`config.mk`:
```
export PLATFORM = sky130hd
export DESIGN_NAME = cbd_sampler
export DESIGN_NICKNAME = d
export VERILOG_FILES = /design/src/rtl/cbd_sampler.sv
export SDC_FILE = /design/constraint.sdc
export NUM_CORES = 1
export LEC_CHECK = 0
export CORE_MARGIN = 5
export CORE_UTILIZATION = 30
export DETAILED_ROUTE_END_ITERATION = 6
export PLACE_DENSITY = 0.53
export SYNTH_ARGS = -nofsm -noshare
export SYNTH_HDL_FRONTEND = slang
export SYNTH_SLANG_ARGS = --single-unit
```
`constraint.sdc`:
```
create_clock -name clk -period 3.5 [get_ports clk]
set_input_delay 0.7 -clock clk [delete_from_list [all_inputs] [get_ports clk]]
set_output_delay 0.7 -clock clk [all_outputs]
set_load 0.01 [all_outputs]
```
`src/rtl/cbd_sampler.sv`:
```
// cbd_sampler: multi-lane centered-binomial sampler. Each lane owns a Galois LFSR and
// yields one signed coefficient per block; blocks stream out over valid/ready in bursts.
module cbd_sampler #(
  parameter int                ETA       = 2,
  parameter int                LANES     = 4,
  parameter int                COEF_W    = 4,
  parameter int                LFSR_W    = 32,
  parameter logic [LFSR_W-1:0] LFSR_TAPS = 32'h8020_0003,
  parameter int                CNT_W     = 8
) (
  input  logic                    clk,
  input  logic                    rst,
  input  logic                    seed_load,
  input  logic [LFSR_W-1:0]       seed,
  input  logic                    start,
  input  logic [CNT_W-1:0]        num_blocks,
  output logic                    busy,
  output logic                    done,
  output logic                    out_valid,
  input  logic                    out_ready,
  output logic [LANES*COEF_W-1:0] out_coef,
  output logic                    rnd
);

  typedef enum logic [1:0] {
    IDLE  = 2'd0,
    READY = 2'd1,
    RUN   = 2'd2
  } state_t;

  state_t                  state_r;
  state_t                  state_next_s;
  logic                    load_s;
  logic                    last_hs_s;
  logic                    zero_start_s;
  logic [LFSR_W-1:0]       lfsr_r      [LANES];
  logic [LFSR_W-1:0]       lfsr_next_s [LANES];
  logic [LFSR_W-1:0]       lfsr_seed_s [LANES];
  logic [LANES*COEF_W-1:0] coef_s;
  logic [LANES*COEF_W-1:0] out_coef_r;
  logic [CNT_W-1:0]        blocks_left_r;
  logic                    out_valid_r;
  logic                    busy_r;
  logic                    done_r;
  logic                    rnd_r;

  function automatic logic [LFSR_W-1:0] lfsr_step(input logic [LFSR_W-1:0] s);
    logic [LFSR_W-1:0] r;
    if (s[0]) begin
      r = (s >> 1) ^ LFSR_TAPS;
    end else begin
      r = s >> 1;
    end
    return r;
  endfunction

  function automatic logic [LFSR_W-1:0] lfsr_block_adv(input logic [LFSR_W-1:0] s);
    logic [LFSR_W-1:0] t;
    t = s;
    for (int j = 0; j < 2*ETA; j++) begin
      t = lfsr_step(t);
    end
    return t;
  endfunction

  // First ETA emitted bits add, the next ETA subtract; modular arithmetic gives two's complement.
  function automatic logic [COEF_W-1:0] cbd_coef(input logic [LFSR_W-1:0] s);
    logic [LFSR_W-1:0] t;
    logic [COEF_W-1:0] acc;
    t   = s;
    acc = {COEF_W{1'b0}};
    for (int j = 0; j < 2*ETA; j++) begin
      if (j < ETA) begin
        acc = acc + COEF_W'(t[0]);
      end else begin
        acc = acc - COEF_W'(t[0]);
      end
      t = lfsr_step(t);
    end
    return acc;
  endfunction

  // An all-zero state would lock the LFSR, so it is replaced by 1.
  function automatic logic [LFSR_W-1:0] lane_seed(input logic [LFSR_W-1:0] sd, input int k);
    logic [63:0]       prod;
    logic [LFSR_W-1:0] v;
    prod = 64'h0000_0000_9E37_79B9 * 64'(k);
    v    = sd ^ LFSR_W'(prod);
    return (v == {LFSR_W{1'b0}}) ? LFSR_W'(1'b1) : v;
  endfunction

  for (genvar k = 0; k < LANES; k++) begin : g_lane
    assign lfsr_next_s[k]               = lfsr_block_adv(lfsr_r[k]);
    assign lfsr_seed_s[k]               = lane_seed(seed, k);
    assign coef_s[k*COEF_W +: COEF_W]   = cbd_coef(lfsr_r[k]);
  end

  // Next-state and load/done decode; seed_load overrides everything.
  always_comb begin
    state_next_s = state_r;
    load_s       = 1'b0;
    last_hs_s    = 1'b0;
    zero_start_s = 1'b0;
    if (seed_load) begin
      state_next_s = READY;
    end else begin
      case (state_r)
        IDLE: begin
          state_next_s = IDLE;
        end
        READY: begin
          if (start && (num_blocks == {CNT_W{1'b0}})) begin
            zero_start_s = 1'b1;
          end else if (start) begin
            load_s       = 1'b1;
            state_next_s = RUN;
          end else begin
            state_next_s = READY;
          end
        end
        RUN: begin
          if (out_valid_r && out_ready && (blocks_left_r == {CNT_W{1'b0}})) begin
            last_hs_s    = 1'b1;
            state_next_s = READY;
          end else if ((blocks_left_r != {CNT_W{1'b0}}) && (!out_valid_r || out_ready)) begin
            load_s = 1'b1;
          end else begin
            load_s = 1'b0;
          end
        end
        default: begin
          state_next_s = IDLE;
        end
      endcase
    end
  end

  // State register
  always_ff @(posedge clk) begin
    if (!rst) begin
      state_r <= IDLE;
    end else begin
      state_r <= state_next_s;
    end
  end

  // LFSR lanes, output block register and status flags
  always_ff @(posedge clk) begin
    if (!rst) begin
      for (int k = 0; k < LANES; k++) begin
        lfsr_r[k] <= {LFSR_W{1'b0}};
      end
      out_coef_r    <= {(LANES*COEF_W){1'b0}};
      out_valid_r   <= 1'b0;
      blocks_left_r <= {CNT_W{1'b0}};
      busy_r        <= 1'b0;
      done_r        <= 1'b0;
      rnd_r         <= 1'b0;
    end else if (seed_load) begin
      for (int k = 0; k < LANES; k++) begin
        lfsr_r[k] <= lfsr_seed_s[k];
      end
      out_valid_r   <= 1'b0;
      blocks_left_r <= {CNT_W{1'b0}};
      busy_r        <= 1'b0;
      done_r        <= 1'b0;
      rnd_r         <= lfsr_seed_s[0][0];
    end else begin
      done_r <= last_hs_s | zero_start_s;
      busy_r <= (state_next_s == RUN);
      if (load_s) begin
        for (int k = 0; k < LANES; k++) begin
          lfsr_r[k] <= lfsr_next_s[k];
        end
        out_coef_r  <= coef_s;
        out_valid_r <= 1'b1;
        rnd_r       <= lfsr_next_s[0][0];
        if (state_r == READY) begin
          blocks_left_r <= num_blocks - CNT_W'(1'b1);
        end else begin
          blocks_left_r <= blocks_left_r - CNT_W'(1'b1);
        end
      end else if (last_hs_s) begin
        out_valid_r <= 1'b0;
      end else begin
        out_valid_r <= out_valid_r;
      end
    end
  end

  assign busy      = busy_r;
  assign done      = done_r;
  assign out_valid = out_valid_r;
  assign out_coef  = out_coef_r;
  assign rnd       = rnd_r;

endmodule
```
---- After elaboration in Yosys (flattened, before gate mapping) ----
Memory sizes are Yosys's and may differ from the RTL's.
Index checks and enable logic that the tools add are counted.
word-level totals
  register bits after elaboration ......... 30
  RAM bits ................................ 128
  output and inout port bits .............. 20
  word-level logic and storage cells ...... 130
  memories kept ........................... 1
cells by class
  add/sub/neg operators ................... 14
  equal/unequal tests ..................... 3
  mux-type cells .......................... 58
  bitwise logic cells ..................... 30
  reduce and logical (&&, ||, !) cells .... 17
memories
  name    words  width  read ports  clocked after memory_dff  write ports  RTL line  source
  lfsr_r  4      32     4           0                         4            36        logic [LFSR_W-1:0] lfsr_r [LANES];
operators by type and width
  kind                 number
  $mux 32              28
  $logic_not 32->1     4
  $not 3->4            16
  $mux 1               23
  $not 20->20          1
  $not 19->19          1
  $not 18->18          1
  $logic_not 8->1      2
  $sub 3x2->4          4
  $sub 8x1->8 const B  2
  $sub 2x1->3          4
  $or 1x1->1           9
  $add 1x1->2          4
  $mux 2               4
  $mux 8               1
  $reduce_bool 8->1    1
  $eq 2x2->1 const B   2
  $logic_and 1x1->1    4
  $pmux 2 s2           1
  $reduce_bool 2->1    2
  $eq 2x1->1 const B   1
  $not 1->1            2
  $pmux 1 s2           1
  $reduce_and 2->1     1
  other kinds (3)      3

---- Logic depth before layout (Yosys ltp) ----
Gate-level depths: netlist of run 1.
  depth in word-level cells ............... 12
  mapped depth ............................ 11
  gate-level depth less buffers ........... 9

---- Worst setup path after synthesis of run 1 ----
OpenSTA, ideal clock, no wires.
  path type ............................... in2reg
  start ................................... in num_blocks[3]
  end ..................................... mem lfsr_r[0][0] (enable)
  data arrival time ....................... 2948 ps
  data required time ...................... 2812 ps
  path slack .............................. -136 ps
  stages on the path ...................... 6
  buffers on the path ..................... 2
  path through ............................ or3_4 > o311ai_4 > o22a_2 > buf_6 > buf_6 > nand2_1
RTL lines
  what             RTL line  source
  start, declared  16        input logic [CNT_W-1:0] num_blocks,
  end, declared    36

==> results of run 1 <==
==> metal layers <==
metal	vias to the layer above	global-route usage	wire length [µm]
met3	19	0.0417	1540
met5	-	0	0
met2	209	0.226	9420
li1	2405	-	-
met1	2628	0.210	9420
met4	0	0.0370	247
==> metrics by stage <==
step	instance area [µm²]	worst slack [ns]	std cells	utilization
2_1_floorplan	7340	0.506	578	-
5_1_grt	8990	0.622	981	0.372
3_3_place_gp	8390	0.405	949	0.347
6_report	8990	0.734	981	0.372
4_1_cts	8990	0.762	981	0.372
3_5_place_dp	8390	0.327	949	0.347
==> cell usage after synthesis, drive strengths merged (3+ instances only) <==
| cell type | number |
|---|---|
| a211oi | 5 |
| a21oi | 19 |
| a22o | 54 |
| a31oi | 4 |
| and3 | 3 |
| buf | 23 |
| clkbuf | 16 |
| dfxtp | 26 |
| edfxtp | 128 |
| fa | 4 |
| ha | 7 |
| inv | 13 |
| mux2i | 3 |
| nand2 | 30 |
| nand2b | 7 |
| nand3 | 9 |
| nand4 | 6 |
| nand4b | 4 |
| nor2 | 18 |
| nor2b | 4 |
| nor3 | 20 |
| nor4 | 6 |
| o21ai | 27 |
| o22ai | 18 |
| o2bb2ai | 42 |
| or3 | 5 |
| xnor2 | 23 |
| xor2 | 23 |
==> area by class of cell <==
class	count	share of cell area
Sequential cell	154	0.485
Inverter	13	0.00543
Timing Repair Buffer	86	0.0938
Clock buffer	17	0.0473
Clock inverter	15	0.0193
Tap cell	324	0.0451
Multi-Input combinational cell	372	0.304
==> worst max-delay path, cell delays in order <==
cell and delay [ns]:
clkdlybuf4s50_1 0.57, or3_1 0.23, o311ai_4 0.13, o22a_2 0.30
nor2_4 0.63, buf_12 0.30, o2bb2ai_1 0.14
==> registers in the layout, indices dropped and copies added (netlist names) <==
register       flops
rnd                1
lfsr_r           128
out_valid          1
done               1
out_coef          12
blocks_left_r      8
busy               1
state_r            2
==> cell families (layout without fill, tap and decap cells) <==
| group | after synthesis | count (layout) | share of synthesized area |
|---|---|---|---|
| buffers and inverters | 52 | 131 | 0.0355 |
| AO/OA/AOI/OAI | 185 | 185 | 0.192 |
| XOR/XNOR | 46 | 46 | 0.0549 |
| multiplexers | 4 | 4 | 0.00563 |
| adder cells (fa/ha/maj) | 11 | 11 | 0.0228 |
| AND/OR/NAND/NOR | 126 | 126 | 0.0946 |
| flip-flops | 154 | 154 | 0.595 |
==> where the power goes <==
group | leakage (nW) | internal, mW | switching (mW)
logic | 1.23 | 0.207 | 0.321
clock network | 0.282 | 1.12 | 0.760
registers | 1.62 | 2.11 | 0.0532
==> path summary, 6_finish.rpt <==
check,start,end,slack (ns),cells past startpoint
setup / recovery,num_blocks[5],lfsr_r[1][30],0.73,7
setup reg to reg,state_r[0],lfsr_r[1][30],0.87,7
hold reg to reg,blocks_left_r[0],blocks_left_r[0],0.49,2
hold / removal,blocks_left_r[0],blocks_left_r[0],0.49,2
==> flow_summary_export.csv, run 1 <==
group,metric,value,unit
floorplan,start_util,0.304,
cts,post_cts_resized,0,
logic_synthesis,yosys-top-cells-area,"edfxtp_1, dfxtp_1, a22o_1",
cts,clockBufferDepth,2,
finish,insertedDiodeCount,0,
global_routing,antenna_found_initial,0,
cts,cts_made_buffers,17,
detailed_routing,drt_iter0_markers,508,
sta,finalCriticalPeriod,2.77,ns
cts,tritoncts,"built",
detailed_routing,dr.pass1.iters,5,
detailed_routing,postRouteAntennaNets,0,
floorplan,die_w,166,µm
detailed_routing,drc,0,
power,irDropWorstVdd,0.261,mV
logic_synthesis,ys_seq_area_frac,0.595,
worst_setup_path,cp_max_fo,38,
cts,postCtsHoldBufs,0,
global_routing,grt_pass1_wl,32100,µm
sta,finalCritPeriodShare,0.790,
sta,tightest_slew,0.803,ns
hold_path,hold_path_class,"register to register",
finish,drive_above_1_share,0.102,
cts,cts.sinks,154,
placement,gp_congestion,0.898,
logic_synthesis,async_flop_share,0,
sta,drv_slew,0,
sta,setup_tns,0,ns
worst_setup_path,critPathLaunchType,"input port",
finish,nFillCells,2309,
sta,hold_ws,0.494,ns
logic_synthesis,ys_types,62,
finish,register_area,4360,µm²
cts,htree_levels,4,
power,p_leak,3.14,nW
global_routing,grt_pass1_vias,5303,
worst_setup_path,cp.arrival,3.03,ns
global_routing,grt_use_total,0.148,
floorplan,io_pins,65,
cts,cts_setup_buffers,0,
flow_run,drv_cap,0,
worst_setup_path,worstPathRequired,3.76,ns
finish,layout_commonest_cell,"edfxtp_1",
sta,fin_skew,0.0119,ns
logic_synthesis,yosys_warnings,0,
cts,path_clk_slew,0.06,ns
sta,setup_viol,0,
global_routing,grt.overflow.total,0,
run_status,status,"finished, final reports clean",
cts,clkLatencyLatePin,0.43,ns
logic_synthesis,ys_seq_elements,154,
logic_synthesis,yosys.area.top_type,"edfxtp_1",
logic_synthesis,avgSynthCellArea,12.7,µm²
floorplan,dieArea,27700,µm²
detailed_routing,viasPerCell,5.36,
floorplan,core_area,24200,µm²
power,cellPowerDensity,509,nW/µm²
sta,max_slew_margin,0.463,
power,p_total,4.58,mW
finish,final_cell_mix,"edfxtp_1, clkdlybuf4s50_1, a22o_1, o2bb2ai_1, nand2_1",
floorplan,rows,57,
detailed_routing,drt-total-wl,20600,µm
floorplan,die-height,166,µm
worst_setup_path,path_class,"input port to register",
sta,final-hold-violation-count,0,
global_routing,grt_max_degree,39,
logic_synthesis,syn_area,7340,µm²
logic_synthesis,synthFlopType,"edfxtp_1",
logic_synthesis,syn_inst,578,
finish,num-nets-final,700,
logic_synthesis,synth_edf_count,128,
finish,multi_input_area,2730,µm²
placement,portBuffers,64,
finish,areaGrowthSynthToFinish,22.5,%
detailed_routing,vias,5261,
logic_synthesis,syn_nets,634,
cts,cts_root_buf,"clkbuf_16",
logic_synthesis,yosysTopAreaCellShare,0.524,
sta,rsz0062_at_grt,"no",
placement,hpwl,14300,µm
detailed_routing,wire_per_inst,21.0,µm
sta,max_freq,362,MHz
worst_setup_path,end_kind,"register",
(Power assumes the default switching activity.)
==> run 2, diff against run 1 <==
clock period = 2.35 ns   (was 3.5 ns; I/O delays follow)
==> flow_summary_export.csv, run 2 (synthesis results as in run 1) <==
group,metric,value,unit
run_status,status,"finished, final reports clean",
power,power.switching,1.81,mW
power,irDropWorstVdd,0.416,mV
finish,final_cell_mix,"edfxtp_1, buf_4, clkdlybuf4s50_1, a22o_1, o2bb2ai_1",
floorplan,start_util,0.304,
placement,gp_congestion,0.860,
sta,setup_ws,0.0124,ns
flow_run,drv_cap,0,
sta,final-hold-violation-count,0,
finish,layout_commonest_cell,"edfxtp_1",
sta,tightest_slew,0.506,ns
placement,hpwl,15800,µm
finish,regMostFlops,"lfsr_r",
finish,final_cell_area,9690,µm²
floorplan,rows,57,
cts,tritoncts,"built",
worst_setup_path,critPathLaunchType,"register",
placement,portBuffers,64,
power,switching_share,0.266,
floorplan,dieArea,27700,µm²
detailed_routing,drt_iter0_markers,572,
finish,num-nets-final,773,
global_routing,grt_pass1_wl,33400,µm
global_routing,grt_use_total,0.152,
finish,nFillCells,2269,
power,p_leak,3.55,nW
floorplan,die_w,166,µm
detailed_routing,drt-total-wl,21400,µm
detailed_routing,dr.pass1.iters,5,
worst_setup_path,cp.arrival,2.65,ns
global_routing,grt_max_degree,54,
finish,areaGrowthSynthToFinish,32.0,%
floorplan,die-height,166,µm
power,power.clock.fraction,0.385,
finish,drive_above_1_share,0.205,
cts,clockBufferDepth,2,
sta,hold_ws,0.483,ns
placement,dp_slack,-0.311,ns
sta,finalCriticalPeriod,2.34,ns
sta,rsz0062_at_grt,"yes",
global_routing,antenna_found_initial,0,
detailed_routing,vias,5579,
finish,largest_reg_flops,128,
sta,setup_viol,0,
detailed_routing,drc,0,
cts,path_clk_slew,0.07,ns
power,seq_power_share,0.476,
sta,max_slew_margin,0.661,
sta,finalCritPeriodShare,0.995,
worst_setup_path,worstPathRequired,2.66,ns
worst_setup_path,path_class,"register to register",
finish,insertedDiodeCount,0,
sta,fin_skew,0.0131,ns
detailed_routing,viasPerCell,5.29,
power,combinationalPowerShare,0.139,
worst_setup_path,cp_max_fo,5,
placement,dpl-instance-area,9110,µm²
sta,setup_tns,0,ns
cts,clkLatencyLatePin,0.43,ns
cts,cts.sinks,154,
global_routing,grt_pass1_vias,5652,
cts,cts_root_buf,"clkbuf_16",
placement,dp_cells,1022,
power,cellPowerDensity,700,nW/µm²
sta,max_freq,428,MHz
power,p_total,6.79,mW
finish,fin_cells,1054,
global_routing,grt.overflow.total,0,
hold_path,hold_path_class,"register to register",
detailed_routing,wire_per_inst,20.3,µm
floorplan,io_pins,65,
power,p_int,4.98,mW
cts,htree_levels,4,
sta,drv_slew,0,
finish,utilization,0.401,
detailed_routing,postRouteAntennaNets,0,
floorplan,core_area,24200,µm²
cts,cts_made_buffers,17,
worst_setup_path,end_kind,"register",
run 2: final timing paths:
| kind | cells after the start | slack (ns) | to | start |
|---|---|---|---|---|
| hold reg to reg | 2 | 0.48 | out_coef[9] | out_coef[9] |
| setup reg to reg | 10 | 0.01 | blocks_left_r[4] | state_r[1] |
| setup / recovery | 10 | 0.01 | blocks_left_r[4] | state_r[1] |
| hold / removal | 2 | 0.48 | out_coef[9] | out_coef[9] |
run 2: worst max-delay path, cell delays in order, from the launching register on:
cell	delay, ns
dfxtp_1	0.33
inv_1	0.08
ha_2	0.25
mux2i_2	0.28
ha_2	0.22
or3b_2	0.49
buf_4	0.16
nand2b_1	0.07
o21ai_0	0.10
o21ai_1	0.17
a21oi_1	0.08
run 2: power by group through the flow:
stage	logic, mW	clock network [mW]	registers [mW]
finish	0.944	2.61	3.23
CTS	0.938	2.65	3.23
detailed placement	0.930	0	3.29
global route	1.01	2.79	3.24
global placement	0.920	0	3.29
floorplan	0.427	0	3.26
run 2: layout make-up:
cell class / count / area, µm² / share of cell area
Sequential cell: 154 / 4360 / 0.450
Tap cell: 324 / 405 / 0.0418
Multi-Input combinational cell: 372 / 2770 / 0.286
Timing Repair Buffer: 159 / 1540 / 0.159
Clock inverter: 15 / 136 / 0.0141
Inverter: 13 / 48.8 / 0.00504
Clock buffer: 17 / 425 / 0.0439
run 2: layer usage:
layer  wire length (µm)  part of all wire  global-route usage  up-vias
li1                   -                 -                   -     2550
met1               9850              0.46               0.215     2772
met2               9680              0.45               0.235      228
met3               1430             0.067              0.0401       29
met4                402             0.019              0.0366        0
met5                  0                 0                   0        -
run 2: timing repair:
| item | CTS | global route |
|---|---|---|
| buffers inserted | 0 | 0 |
| resized for setup | 3 | 2 |
| endpoints found under the setup margin | 2 | 2 |
| hold endpoints to repair | 0 | 0 |
| pin swaps | 0 | 0 |
| hold buffers | 0 | 0 |
==> run 3, diff against run 2 <==
REMOVE_ABC_BUFFERS = 1   (was unset)
==> flow_summary_export.csv, run 3 (synthesis results as in run 1) <==
group,metric,value,unit
sta,final-hold-violation-count,0,
placement,dpl-instance-area,9060,µm²
finish,insertedDiodeCount,0,
cts,clkLatencyLatePin,0.43,ns
placement,portBuffers,64,
run_status,status,"finished, final reports clean",
finish,largest_reg_flops,128,
worst_setup_path,end_kind,"register",
cts,clockBufferDepth,2,
worst_setup_path,r2r_start,"state_r[0]",
floorplan,start_util,0.304,
power,seq_power_share,0.461,
placement,dp_cells,1023,
finish,fin_cells,1056,
worst_setup_path,cp.arrival,2.45,ns
power,cellPowerDensity,723,nW/µm²
detailed_routing,postRouteAntennaNets,0,
sta,rsz0062_at_grt,"no",
detailed_routing,drc,0,
finish,regMostFlops,"lfsr_r",
placement,hpwl,15200,µm
finish,nFillCells,2238,
worst_setup_path,endpoint,"lfsr_r[1][11]",
floorplan,die_w,166,µm
sta,max_slew_margin,0.604,
detailed_routing,vias,5523,
detailed_routing,viasPerCell,5.23,
finish,final_cell_area,9700,µm²
global_routing,grt_use_total,0.152,
power,p_leak,3.56,nW
worst_setup_path,critPathLaunchType,"input port",
sta,finalCriticalPeriod,2.27,ns
worst_setup_path,r2r_cells,8,
worst_setup_path,cp_max_fo,6,
power,power.switching,1.83,mW
floorplan,io_pins,65,
sta,setup_tns,0,ns
sta,drv_slew,0,
power,combinationalPowerShare,0.131,
cts,tritoncts,"built",
sta,tightest_slew,0.588,ns
power,switching_share,0.261,
power,p_int,5.18,mW
global_routing,grt_pass1_wl,32700,µm
detailed_routing,drt-total-wl,21400,µm
finish,layout_commonest_cell,"edfxtp_1",
worst_setup_path,reg2reg_to,"out_coef[5]",
worst_setup_path,reg2reg_slack,0.15,ns
cts,htree_levels,4,
worst_setup_path,path_class,"input port to register",
hold_path,hold_path_class,"register to register",
finish,areaGrowthSynthToFinish,32.2,%
finish,drive_above_1_share,0.204,
finish,multi_input_area,2760,µm²
worst_setup_path,crit_path_start,"seed[2]",
cts,cts.sinks,154,
floorplan,core_area,24200,µm²
detailed_routing,dr.pass1.iters,5,
power,power.clock.fraction,0.409,
floorplan,rows,57,
sta,finalCritPeriodShare,0.967,
detailed_routing,drt_iter0_markers,349,
floorplan,dieArea,27700,µm²
global_routing,grt.overflow.total,0,
global_routing,antenna_found_initial,0,
placement,gp_congestion,0.868,
sta,fin_skew,0.0119,ns
cts,path_clk_slew,0.07,ns
finish,final_cell_mix,"edfxtp_1, buf_4, clkdlybuf4s50_1, a22o_1, o2bb2ai_1",
finish,register_area,4360,µm²
finish,num-nets-final,775,
sta,setup_ws,0.0771,ns
sta,setup_viol,0,
cts,cts_made_buffers,17,
global_routing,grt_pass1_vias,5625,
floorplan,die-height,166,µm
flow_run,drv_cap,0,
placement,dp_slack,-0.308,ns
cts,cts_root_buf,"clkbuf_16",
sta,max_freq,440,MHz
finish,utilization,0.401,
detailed_routing,wire_per_inst,20.2,µm
global_routing,grt_max_degree,38,
power,irDropWorstVdd,0.391,mV
worst_setup_path,worstPathRequired,2.53,ns
==> run 3: area by class of cell <==
class | instances | area share
Tap cell | 324 | 0.0418
Inverter | 13 | 0.00503
Clock inverter | 15 | 0.0190
Sequential cell | 154 | 0.450
Multi-Input combinational cell | 372 | 0.284
Clock buffer | 17 | 0.0438
Timing Repair Buffer | 161 | 0.157
==> run 3: power by group through the flow <==
stage               logic, mW  clock network, mW  registers, mW
finish                  0.916               2.87           3.23
global route            0.985               3.03           3.25
CTS                     0.912               2.92           3.23
detailed placement      0.905                  0           3.29
global placement        0.899                  0           3.29
floorplan               0.409                  0           3.27
==> run 3: how the worst min path moves through the flow <==
stage,slack (ns),from,cells past startpoint,endpoint
3_3_place_gp,0.48,blocks_left_r[0],2,blocks_left_r[0]
3_5_place_dp,0.50,blocks_left_r[0],2,blocks_left_r[0]
5_1_grt,0.53,out_coef[9],2,out_coef[9]
2_1_floorplan,0.45,blocks_left_r[0],2,blocks_left_r[0]
4_1_cts,0.51,blocks_left_r[0],2,blocks_left_r[0]
6_report,0.51,out_coef[9],2,out_coef[9]
==> run 3: per-layer routing <==
metal / global-route usage / vias up / wire (µm)
met3: 0.0334 / 27 / 1410
li1: - / 2559 / -
met5: 0 / - / 0
met2: 0.252 / 211 / 10300
met1: 0.201 / 2726 / 9310
met4: 0.0445 / 0 / 371
==> run 3: worst max-delay path, cell delays in order <==
cell and delay (ns):
clkdlybuf4s50_1 0.56, or3b_2 0.54, nor3_1 0.25, nand4_1 0.18, nand2_1 0.18, buf_4 0.19
o2bb2ai_1 0.08
==> run 3: through the flow <==
step / hold WS, ns / power [mW]
after floorplan: 0.454 / 3.67
after global placement: 0.476 / 4.19
after detailed placement: 0.498 / 4.20
after CTS: 0.507 / 7.06
after global routing: 0.532 / 7.26
final: 0.514 / 7.01
==> run 3: timing repair <==
| item | in CTS | in global routing |
|---|---|---|
| hold buffers | 0 | 0 |
| setup buffers | 0 | 1 |
| setup endpoints to repair | 0 | 2 |
| gates resized for setup | 0 | 6 |
| endpoints found under the hold margin | 0 | 0 |
